<file path="config.mk">
export PLATFORM = sky130hd
export DESIGN_NAME = semaforo_monitor
export DESIGN_NICKNAME = d
export VERILOG_FILES = /design/src/rtl/semaforo_pkg.sv /design/src/rtl/semaforo_phase_decode.sv /design/src/rtl/semaforo_monitor.sv
export SDC_FILE = /design/constraint.sdc
export NUM_CORES = 1
export LEC_CHECK = 0
export ABC_AREA = 1
export CORE_MARGIN = 2
export CORE_UTILIZATION = 30
export CTS_BUF_LIST = sky130_fd_sc_hd__clkbuf_16
export CTS_CLUSTER_SIZE = 12
export DETAILED_ROUTE_END_ITERATION = 10
export HOLD_SLACK_MARGIN = 0.06
export PLACE_DENSITY_LB_ADDON = 0.2
export SYNTH_ARGS = -nofsm -noshare
export SYNTH_HDL_FRONTEND = slang
export SYNTH_HIERARCHICAL = 1
export SYNTH_SLANG_ARGS = --single-unit
</file>
<file path="constraint.sdc">
create_clock -name clk -period 5.1 [get_ports clk]
set_input_delay 1.275 -clock clk [delete_from_list [all_inputs] [get_ports clk]]
set_output_delay 1.275 -clock clk [all_outputs]
set_load 0.01 [all_outputs]
</file>
<file path="src/rtl/semaforo_pkg.sv">
// Shared definitions for the traffic-light controller and its safety monitor.
// Light, phase, fault and monitor-state encodings live here so both sides agree.
package semaforo_pkg;

  localparam logic [1:0] L_RED_OG = 2'b00;
  localparam logic [1:0] L_RED_OY = 2'b01;
  localparam logic [1:0] L_YEL    = 2'b10;
  localparam logic [1:0] L_GRN    = 2'b11;

  typedef enum logic [1:0] {PH_0, PH_1, PH_2, PH_3} phase_t;

  typedef enum logic [2:0] {
    F_NONE     = 3'd0,
    F_CONFLICT = 3'd1,
    F_PED      = 3'd2,
    F_SEQ      = 3'd3,
    F_SHORT    = 3'd4,
    F_STUCK    = 3'd5
  } fault_t;

  typedef enum logic [1:0] {SYNC, TRACK, FAULT} mon_state_t;

  // Cars may be moving on an avenue whenever its light shows yellow or green.
  function automatic logic cars_moving(input logic [1:0] c);
    return c[1];
  endfunction

endpackage

</file>
<file path="src/rtl/semaforo_phase_decode.sv">
// Maps one set of light codes onto a phase number plus pair/pedestrian legality.
// Purely combinational; phase is only meaningful while pair_ok is high.
module semaforo_phase_decode
  import semaforo_pkg::*;
(
  input  logic [1:0] c1,
  input  logic [1:0] c2,
  input  logic       p1,
  input  logic       p2,
  output phase_t     phase,
  output logic       pair_ok,
  output logic       ped_ok
);

  always_comb begin
    phase   = PH_0;
    pair_ok = 1'b1;
    case ({c1, c2})
      {L_GRN,    L_RED_OG}: phase = PH_0;
      {L_YEL,    L_RED_OY}: phase = PH_1;
      {L_RED_OG, L_GRN}:    phase = PH_2;
      {L_RED_OY, L_YEL}:    phase = PH_3;
      default:              pair_ok = 1'b0;
    endcase
    ped_ok = !((p1 && cars_moving(c1)) || (p2 && cars_moving(c2)));
  end

endmodule

</file>
<file path="src/rtl/semaforo_monitor.sv">
// Safety monitor for the traffic-light outputs: legality, phase order and dwell limits.
// Inputs pass through one register stage; all checks act on that stage.
//
//   state | meaning
//   SYNC  | waiting for a legal pair to lock onto
//   TRACK | following the phase sequence, counting dwell
//   FAULT | sticky fault latched, fail_safe asserted until fault_clr
module semaforo_monitor
  import semaforo_pkg::*;
#(
  parameter int MIN_GREEN  = 8,
  parameter int MIN_YELLOW = 3,
  parameter int MAX_PHASE  = 64,
  parameter int CNT_W      = 8
) (
  input  logic             clk,
  input  logic             rst,
  input  logic [1:0]       c1,
  input  logic [1:0]       c2,
  input  logic             p1,
  input  logic             p2,
  input  logic             fault_clr,
  output logic [1:0]       phase,
  output logic             locked,
  output logic             fault,
  output logic [2:0]       fault_code,
  output logic             fail_safe,
  output logic [CNT_W-1:0] cycle_cnt
);

  logic [1:0]       s_c1_q, s_c2_q;
  logic             s_p1_q, s_p2_q, s_vld_q;
  mon_state_t       state_q, state_d;
  phase_t           phase_q, phase_d, dec_phase;
  logic [CNT_W-1:0] dwell_q, dwell_d, cyc_q, cyc_d, dwell_inc, min_dwell;
  fault_t           code_q, code_d, det;
  logic [1:0]       next_ph;
  logic             pair_ok, ped_ok;

  semaforo_phase_decode u_dec (
    .c1      (s_c1_q),
    .c2      (s_c2_q),
    .p1      (s_p1_q),
    .p2      (s_p2_q),
    .phase   (dec_phase),
    .pair_ok (pair_ok),
    .ped_ok  (ped_ok)
  );

  always_comb begin
    state_d   = state_q;
    phase_d   = phase_q;
    dwell_d   = dwell_q;
    cyc_d     = cyc_q;
    code_d    = code_q;
    det       = F_NONE;
    next_ph   = phase_q + 2'd1;
    dwell_inc = (dwell_q == CNT_W'(MAX_PHASE)) ? dwell_q : dwell_q + 1'b1;
    min_dwell = phase_q[0] ? CNT_W'(MIN_YELLOW) : CNT_W'(MIN_GREEN);

    case (state_q)
      SYNC: begin
        if (s_vld_q) begin
          if (!pair_ok)     det = F_CONFLICT;
          else if (!ped_ok) det = F_PED;
          else begin
            phase_d = dec_phase;
            dwell_d = CNT_W'(1);
            state_d = TRACK;
          end
        end
      end
      TRACK: begin
        if (!pair_ok)                det = F_CONFLICT;
        else if (!ped_ok)            det = F_PED;
        else if (dec_phase == phase_q) begin
          dwell_d = dwell_inc;
          if (dwell_inc == CNT_W'(MAX_PHASE)) det = F_STUCK;
        end else if (dec_phase == next_ph) begin
          if (dwell_q < min_dwell) det = F_SHORT;
          else begin
            phase_d = dec_phase;
            dwell_d = CNT_W'(1);
            if (phase_q == PH_3) cyc_d = cyc_q + 1'b1;
          end
        end else                     det = F_SEQ;
      end
      FAULT: begin
        // Clearing is unconditional; a still-illegal input re-faults from SYNC.
        if (fault_clr) begin
          state_d = SYNC;
          code_d  = F_NONE;
          dwell_d = '0;
        end
      end
      default: state_d = SYNC;
    endcase

    if (det != F_NONE) begin
      state_d = FAULT;
      code_d  = det;
    end
  end

  always_ff @(posedge clk) begin
    if (rst) begin
      s_c1_q  <= 2'b00;
      s_c2_q  <= 2'b00;
      s_p1_q  <= 1'b0;
      s_p2_q  <= 1'b0;
      s_vld_q <= 1'b0;
      state_q <= SYNC;
      phase_q <= PH_0;
      dwell_q <= '0;
      cyc_q   <= '0;
      code_q  <= F_NONE;
    end else begin
      s_c1_q  <= c1;
      s_c2_q  <= c2;
      s_p1_q  <= p1;
      s_p2_q  <= p2;
      s_vld_q <= 1'b1;
      state_q <= state_d;
      phase_q <= phase_d;
      dwell_q <= dwell_d;
      cyc_q   <= cyc_d;
      code_q  <= code_d;
    end
  end

  assign phase      = phase_q;
  assign locked     = (state_q == TRACK);
  assign fault      = (state_q == FAULT);
  assign fail_safe  = fault;
  assign fault_code = code_q;
  assign cycle_cnt  = cyc_q;

endmodule

</file>
==> qor.txt <==
Mux cell area share after synthesis -> 0%
Hpwl dp -> 3133 um
Die ar. -> 0.006848 mm^2
IO Port Bufs -> 24
Number of global-route vias before repair -> 1572
RSZ-0062 raised after global routing -> no
Complex-gate fraction of the synthesized area -> 15.40%
CTS hold repair buffers -> 0
Dpl cells -> 361
Diodes inserted -> 0
Post-route ant nets -> 0
Drt pass-1 iters -> 4
Final setup viols -> 0
XOR/XNOR Fraction of Synth Area -> 1.883%
Fmax -> 352.9 MHz
Fin. Hold Viols -> 0
VDD IR max -> 0.1585 mV
Sequential fraction of the synthesis area -> 32.28%
CP max FO -> 5
GRT Overall Usage -> 13.25%
Power per standard cell area -> 351.3 mW/mm^2
CTS tree -> yes
CTS buffer count -> 5
Initial antenna violation count -> 0
Worst Path Required -> 3.83 ns
I/O pin count -> 25
Yosys warning count -> 6
Post-synthesis adder-cell area fraction -> 6.725%
Mapped Area -> 0.001861 mm^2
Initial DRC Count -> 48
Cell taking the most area after synthesis -> dfxtp_1
Crit path kind -> reg -> out
DRC violations left -> 0
Final WL -> 3962 um
Final Max Tran Viols -> 0
Mean post-synth cell area -> 6.942 um^2
Ranking of synthesized cells by area -> dfxtp_1 32%, nand2_1 10%, inv_1 7.7%, ha_1 6.7%, nor2_1 6.3%
Avg WL per Cell -> 10.74 um
Layout area overhead -> 23.27%
Via count -> 1659
Core area -> 0.005956 mm^2
CTS resizes -> 0
Clock Sink Count -> 30
Fin util -> 38.51%
Rel. slew slack -> 51.97%
Die width -> 82.75 um
Clock skew -> 0.004260 ns
First-pass GRT wire length -> 6962 um
Yosys top cell area share -> 32.28%
Largest net degree at the start of global routing -> 19
Unique masters post-synth -> 32
Fin crit share -> 55.55%
Hold Slack -> 0.4765 ns
Max Buffers Root-to-Sink -> 2
Die Y -> 82.75 um
Leakage -> 0.9622 nW
Reg clk slew, reported paths -> 0.05 ns
Hold Path Class -> reg -> reg
Slew @ Worst Pin -> 0.7182 ns
Total negative slack -> 0 ns
Final net count -> 312
Routability cong. -> 0.7738
Initial Util -> 31.24%
CP arrival -> 1.56 ns
Post-Syn Nets -> 287
Synth Register Bits -> 30
Crit. End Element -> primary output
Largest family of logic cells by synthesized area -> simple AND/OR/NAND/NOR gates
H-Tree Depth -> 2
Number of max-cap violations -> 0
Tmin final -> 2.833 ns
GRT overflow -> 0
Synth Area in Simple Gates -> 32.82%
Setup Buffers After CTS -> 0
Row cnt -> 28
Status -> completed
Worst-Skew Late Latency -> 0.27 ns
CP startpoint kind -> flop
Vias per std cell -> 4.496
Root buf cell -> clkbuf_16
Post-route insts no fill -> 369
Share of post-route cells with drive strength above 1 -> 13.27%
Syn Inst Count -> 268
-- placed cells by master (no fill, tap or decap) --
cell	count
nand2_1	50
inv_1	38
nor2_1	31
dfxtp_1	30
clkdlybuf4s50_1	24
a21oi_1	21
nand3_1	14
o21ai_0	11
nand2_2	10
ha_1	10
o21ai_1	9
inv_2	6
clkbuf_16	5
nand4_1	4
nor2_2	4
nor3_2	3
nor2_4	3
clkinv_1	3
xor2_1	2
xnor2_1	2
o21a_1	2
nand3_2	2
a211oi_2	2
a21oi_2	1
nand3_4	1
nor3_1	1
nand2_4	1
nor4_1	1
a2111oi_2	1
o2111ai_1	1
a41oi_1	1
-- kinds of logic (layout without fill, tap and decap cells) --
kind of cell | Yosys count | in the layout
XOR/XNOR | 4 | 4
buffers and inverters | 50 | 76
flip-flops | 30 | 30
AND/OR/NAND/NOR | 125 | 125
adder cells (fa/ha/maj) | 10 | 10
AO/OA/AOI/OAI | 49 | 49
-- synthesized netlist by cell type, drive strengths merged --
library cell  count
a2111oi           1
a211oi            2
a21oi            22
a41oi             1
buf               4
clkbuf            2
dfxtp            30
ha               10
inv              44
nand2            61
nand3            17
nand4             4
nor2             38
nor3              4
nor4              1
o2111ai           1
o21a              2
o21ai            20
xnor2             2
xor2              2
-- metal layers --
layer / share of wire [%] / vias up / GRT usage [%]
met5: 0 / - / 0
met4: 1.1 / 0 / 3.934
met3: 2.4 / 4 / 3.043
met2: 48 / 16 / 22.82
met1: 49 / 728 / 16.42
li1: - / 911 / -
-- final cells by class --
| class | count | area (um^2) |
|---|---|---|
| inverter | 44 | 165.2 |
| clock inverter | 3 | 11.26 |
| timing repair buffer | 24 | 240.2 |
| tap | 75 | 93.84 |
| fill | 650 | 3662 |
| clock buffer | 5 | 125.1 |
| multi-input combinational | 188 | 1057 |
| sequential | 30 | 600.6 |
-- where the power goes --
part	total, mW	internal (mW)	switching [mW]
clock	0.272	0.175	0.0970
combinational	0.245	0.0949	0.151
sequential	0.288	0.259	0.0291
-- sequential cells by signal, summed over array words and instances, names as in the netlist --
| name | flops |
|---|---|
| phase | 2 |
| s_p1_q | 1 |
| fault_code | 3 |
| s_p2_q | 1 |
| state_q | 2 |
| s_c1_q | 2 |
| dwell_q | 8 |
| s_c2_q | 2 |
| s_vld_q | 1 |
| cycle_cnt | 8 |
-- path summary, 6_finish.rpt --
path         slack (ns)         start            to  depth (start not counted)
max reg2reg        2.95    state_q[1]    dwell_q[0]                         10
min reg2reg        0.48  cycle_cnt[7]  cycle_cnt[7]                          2
min                0.48  cycle_cnt[7]  cycle_cnt[7]                          2
max                2.27    state_q[1]        locked                          3
-- per-stage QoR --
step           power, mW  setup slack [ns]  instance area [um^2]
4_1_cts           0.8146             2.252                  2293
2_1_floorplan     0.4787             2.938                  1861
3_5_place_dp      0.5394             2.057                  2157
5_1_grt           0.8646             2.206                  2293
6_report          0.8057             2.267                  2293
3_3_place_gp      0.5373             2.086                  2157
-- critical path, cell delays in order, from the launching register on --
cell and delay [ns]:
dfxtp_1 0.33, inv_1 0.08, ha_1 0.29, clkdlybuf4s50_1 0.58
No activity file was read; power rests on OpenSTA's default activity.
